`config.mk`:
```
export PLATFORM = sky130hd
export DESIGN_NAME = serial_pattern_tx
export DESIGN_NICKNAME = d
export VERILOG_FILES = /design/src/rtl/serial_pattern_tx.sv
export SDC_FILE = /design/constraint.sdc
export NUM_CORES = 1
export LEC_CHECK = 0
export CELL_PAD_IN_SITES_DETAIL_PLACEMENT = 0
export CELL_PAD_IN_SITES_GLOBAL_PLACEMENT = 1
export CORE_UTILIZATION = 44
export DETAILED_ROUTE_END_ITERATION = 12
export PLACE_DENSITY = 0.95
export SLEW_MARGIN = 5
export SYNTH_ARGS = -nofsm -noshare
export SYNTH_HDL_FRONTEND = slang
export SYNTH_SLANG_ARGS = --single-unit
```
`constraint.sdc`:
```
create_clock -name clk -period 3.15 [get_ports clk]
set_clock_uncertainty 0.15 [all_clocks]
set_input_delay 0.4725 -clock clk [delete_from_list [all_inputs] [get_ports clk]]
set_output_delay 0.4725 -clock clk [all_outputs]
set_load 0.03 [all_outputs]
```
`src/rtl/serial_pattern_tx.sv`:
```
// Bit-serial pattern transmitter: sends the low `len` bits of a captured word MSB-first,
// repeated `repeat_cnt`+1 times, as a registered d_out/d_valid stream.
module serial_pattern_tx #(
    parameter int unsigned WIDTH = 8,
    parameter int unsigned LEN_W = 4,
    parameter int unsigned REP_W = 4
) (
    input  logic             clk,
    input  logic             reset,
    input  logic             start,
    input  logic [WIDTH-1:0] pattern,
    input  logic [LEN_W-1:0] len,
    input  logic [REP_W-1:0] repeat_cnt,
    output logic             ready,
    output logic             d_out,
    output logic             d_valid,
    output logic             done,
    output logic             err
);

    localparam int unsigned IDX_W = (WIDTH > 1) ? $clog2(WIDTH) : 1;

    typedef enum logic [1:0] {
        IDLE  = 2'd0,
        SHIFT = 2'd1,
        DONE  = 2'd2
    } state_t;

    state_t             state_q, state_d;
    logic [IDX_W-1:0]   idx_q, idx_d;
    logic [IDX_W-1:0]   last_q, last_d;
    logic [REP_W-1:0]   pass_q, pass_d;
    logic [WIDTH-1:0]   pat_q, pat_d;
    logic               ready_d, d_out_d, d_valid_d, done_d, err_d;

    logic               len_ok;
    logic [IDX_W-1:0]   len_m1;

    assign len_ok = (len != '0) && (len <= LEN_W'(WIDTH));
    assign len_m1 = IDX_W'(len - LEN_W'(1));

    // State, counters, captured data and registered outputs
    always_ff @(posedge clk or posedge reset) begin
        if (reset) begin
            state_q <= IDLE;
            idx_q   <= '0;
            last_q  <= '0;
            pass_q  <= '0;
            pat_q   <= '0;
            ready   <= 1'b1;
            d_out   <= 1'b0;
            d_valid <= 1'b0;
            done    <= 1'b0;
            err     <= 1'b0;
        end else begin
            state_q <= state_d;
            idx_q   <= idx_d;
            last_q  <= last_d;
            pass_q  <= pass_d;
            pat_q   <= pat_d;
            ready   <= ready_d;
            d_out   <= d_out_d;
            d_valid <= d_valid_d;
            done    <= done_d;
            err     <= err_d;
        end
    end

    // Next state; the output values computed here appear on the ports one cycle later
    always_comb begin
        state_d   = state_q;
        idx_d     = idx_q;
        last_d    = last_q;
        pass_d    = pass_q;
        pat_d     = pat_q;
        ready_d   = 1'b0;
        d_out_d   = 1'b0;
        d_valid_d = 1'b0;
        done_d    = 1'b0;
        err_d     = 1'b0;

        case (state_q)
            IDLE: begin
                ready_d = 1'b1;
                if (start) begin
                    if (len_ok) begin
                        pat_d     = pattern;
                        last_d    = len_m1;
                        idx_d     = len_m1;
                        pass_d    = repeat_cnt;
                        state_d   = SHIFT;
                        ready_d   = 1'b0;
                        d_valid_d = 1'b1;
                        d_out_d   = pattern[len_m1];
                    end else begin
                        err_d = 1'b1;
                    end
                end
            end
            SHIFT: begin
                // idx_q is the bit currently on d_out; decide what follows it
                if (idx_q != '0) begin
                    idx_d     = idx_q - IDX_W'(1);
                    d_valid_d = 1'b1;
                    d_out_d   = pat_q[idx_d];
                end else if (pass_q != '0) begin
                    pass_d    = pass_q - REP_W'(1);
                    idx_d     = last_q;
                    d_valid_d = 1'b1;
                    d_out_d   = pat_q[last_q];
                end else begin
                    state_d = DONE;
                    done_d  = 1'b1;
                end
            end
            DONE: begin
                state_d = IDLE;
                ready_d = 1'b1;
            end
            default: begin
                state_d = IDLE;
                ready_d = 1'b1;
            end
        endcase
    end

endmodule

```
==> results.md <==
• **hpwl dp** 2110 um
• **via count of the routed design** 1058
• **Worst setup SP type** input port
• **Cell Pwr Density** 876 nW/um^2
• **top cell family by delay on the critical path** multiplexers
• **Post-Syn Nets** 150
• **Gate Count Post-Synth** 127
• **post-route setup slack** 687 ps
• **endpoint of the worst hold-timing path** ready$_DFF_PP1_
• **worst reg-to-reg setup slack** 1090 ps
• **detailed-route wire length per cell** 13.9 um
• **register bit total from synthesis** 25
• **buffers from clock root to sink, at most** 2
• **proportion of layout cells with a drive suffix above 1** 11.9%
• **launch instance of the worst register-to-register path** state_q[0]$_DFFE_PP0P_
• **CTS tree** done
• **most common cell after layout, fill and taps aside** sky130_fd_sc_hd__dfrtp_1
• **post-synthesis to final-layout area growth** 21.1%
• **worst vdd rail ir drop** 0.389 mV
• **hold violation count in the final report** 0
• **TritonCTS buffer count** 3
• **post-synthesis compound-gate area fraction** 13.2%
• **Bufs and invs on worst path** 2
• **largest area contributor in the synthesized netlist** sky130_fd_sc_hd__dfrtp_1
• **remaining design rule violation count** 0
• **Clk pin slew, worst setup/hold paths** 140 ps
• **via count of the first global-routing pass** 1100
• **Chip Height** 58.4 um
• **per-cell via count in the routed design** 5.43
• **violation count after the first detailed-routing iteration** 40
• **total power draw** 1.49 mW
• **count of cells along the worst hold path** 1
• **commonest cells after routing, fill and taps aside** sky130_fd_sc_hd__dfrtp_1 (24), sky130_fd_sc_hd__clkdlybuf4s50_1 (23), sky130_fd_sc_hd__nand2_1 (11)
• **Clk Latency, worst-skew pair** 330 ps
• **Max Cap Viol** 0
• **Core Area** 3030 sq um
• **YS warnings** 0
• **Yosys cell types** 40
• **Final Net Count** 175
• **Post-Place Worst Slack** 369 ps
• **unrepaired setup endpoints after global routing** no
• **global-route wire length before repair** 4720 um
• **reg2reg end** pass_q[0]$_DFFE_PP0P_
• **required time reported for the critical path endpoint** 3210 ps
• **Die W** 58.4 um
• **result of the run** finished, final reports clean
• **post-CTS setup repair buffer count** 0
• **Final setup violation count** 0
• **TNS Setup** 0 ps
• **I/O pin total** 24
• **initial antenna violation count** 0
• **hold_sp** state_q[1]$_DFFE_PP0P_
• **maximum number of pins on one net before global-route repair** 26
• **clock period minus final worst setup slack** 2460 ps
• **largest stage delay on the critical path** 590 ps
• **area share of and/or/nand/nor cells after synthesis** 13.8%
• **cells resized by post-CTS repair** 0
• **post-route worst hold slack** 378 ps
• **startpoint-to-endpoint class of the critical path** input port to flip-flop
• **area share of the largest cell type after synthesis** 42.9%
• **Max H-tree Level** 1
• **grt total ovfl** 0
• **GRT Resource Usage Total** 18.3%
• **maximum clock rate** 0.406 GHz
• **detailed-router iteration count before antenna repair** 4
• **pins over their slew limit** 0
• **leading register cell type out of synthesis** sky130_fd_sc_hd__dfrtp_1
• **post-detailed-route count of antenna-violating nets** 0
• **post-synthesis sequential area ratio** 44.7%
• **largest family of logic cells by synthesized area** multiplexers
• **Rel. slew slack** 39.3%
• **average footprint of a synthesized cell** 11.0 sq um
• **slew at the pin closest to its max-slew limit** 909 ps
• **multiplexer fraction of the synthesized cell area** 17.9%
• **number of cell instances on the worst register-to-register path** 5
• **synthesized area** 1400 sq um
• **count of flip-flops with a built-in enable after synthesis** 0
• **# hold bufs at CTS** 0
• **Post-Synth XOR/XNOR Area** 3.57%
• **Antenna Diode Count** 0
• **Adder-Cell Fraction of Synth Area** 3.57%
• **data arrival time of the critical path** 2530 ps
• **Area contributors post-synth** sky130_fd_sc_hd__dfrtp_1 (43%), sky130_fd_sc_hd__mux4_2 (4.8%), sky130_fd_sc_hd__mux2_1 (4.0%)
• **RD Place Congestion** 0.831
• **async set-or-reset flop fraction in the synthesized netlist** 100%
• **Slowest cell on crit path** sky130_fd_sc_hd__mux4_1
• **Critical Path, Cell by Cell** clkdlybuf4s50_1 -> inv_1 -> ha_1 -> xnor2_2 -> mux4_1 -> mux2i_1 -> o221ai_1
• **Die Footprint** 3410 sq um
• **Final period util** 78.2%
• **CP endpoint kind** flip-flop
• **Clock Sink Count** 25
• **number of port buffers** 23
• **Routed WL** 2710 um
• **number of fill cells** 279
• **effective utilization at floorplan** 46.3%
• **clock tree root buffer cell** sky130_fd_sc_hd__clkbuf_4
• **number of cell rows** 20
• **static leakage** 0.714 nW
• **path type of the worst min-delay path** flip-flop to flip-flop
• **highest fanout seen on the critical path** 4
-- worst register-to-register path, cell delays in order, from the launching register on --
cell and delay, ps:
sky130_fd_sc_hd__dfrtp_1 450, sky130_fd_sc_hd__nor2b_1 630, sky130_fd_sc_hd__nand3_1 240, sky130_fd_sc_hd__o21ai_2 200, sky130_fd_sc_hd__a21boi_1 210, sky130_fd_sc_hd__o21ai_1 70
-- where the power goes --
part	switching (mW)	internal [mW]	total [mW]
logic	0.358	0.373	0.730
registers	0.137	0.468	0.605
clock network	0.102	0.0487	0.151
total	0.597	0.890	1.49
-- through the flow --
step	instances	cell area, sq um	utilization [%]
6_report	195	1700	56.0
3_5_place_dp	191	1670	55.0
5_1_grt	195	1700	56.0
4_1_cts	195	1700	56.0
3_3_place_gp	191	1670	55.0
2_1_floorplan	127	1400	-
-- synth_stat cells, drive strengths merged (4+ instances only) --
master and n:
nor2 7, dfrtp 24, o21ai 14, a21oi 6, nand2 11, nand2b 4, mux2i 4, mux2 8
ha 4, mux4 5, inv 7
-- registers in the layout, summed over array words and instances, names as in the netlist --
name     flops
d_valid      1
ready        1
done         1
last_q       3
err          1
idx_q        3
state_q      2
d_out        1
pat_q        8
pass_q       4
-- area by class of cell --
type | count | area (sq um) | area share (%)
Timing Repair Buffer | 23 | 230 | 13.6
Inverter | 7 | 26.3 | 1.55
Sequential cell | 25 | 627 | 36.9
Multi-Input combinational cell | 92 | 728 | 42.9
Tap cell | 44 | 55.1 | 3.24
Clock inverter | 1 | 7.51 | 0.442
Clock buffer | 3 | 22.5 | 1.33
-- worst max path at each step --
stage	endpoint	startpoint	depth (start not counted)	slack, ps
global route	d_out$_DFF_PP0_	len[0]	7	600
global placement	d_out$_DFF_PP0_	len[0]	7	450
detailed placement	d_out$_DFF_PP0_	len[0]	7	370
floorplan	d_out$_DFF_PP0_	len[0]	6	1060
finish	d_out$_DFF_PP0_	len[0]	7	690
CTS	d_out$_DFF_PP0_	len[0]	7	720
-- cells by family (layout without fill, tap and decap cells) --
group | Yosys count | in the layout
and+or+nand+nor | 37 | 37
adders and majority gates | 4 | 4
xor gates and xnor gates | 4 | 4
AOI/OAI and AO/OA | 30 | 30
muxes | 17 | 17
buffers and inverters | 10 | 34
DFF | 25 | 25
-- layer usage --
| metal | global-route usage, % | up-vias | wire length, um |
|---|---|---|---|
| li1 | - | 506 | - |
| met1 | 21.7 | 518 | 1180 |
| met2 | 32.5 | 27 | 1370 |
| met3 | 1.98 | 7 | 88 |
| met4 | 10.2 | 0 | 62 |
| met5 | 0 | - | 0 |
No activity file was read; power rests on OpenSTA's default activity.
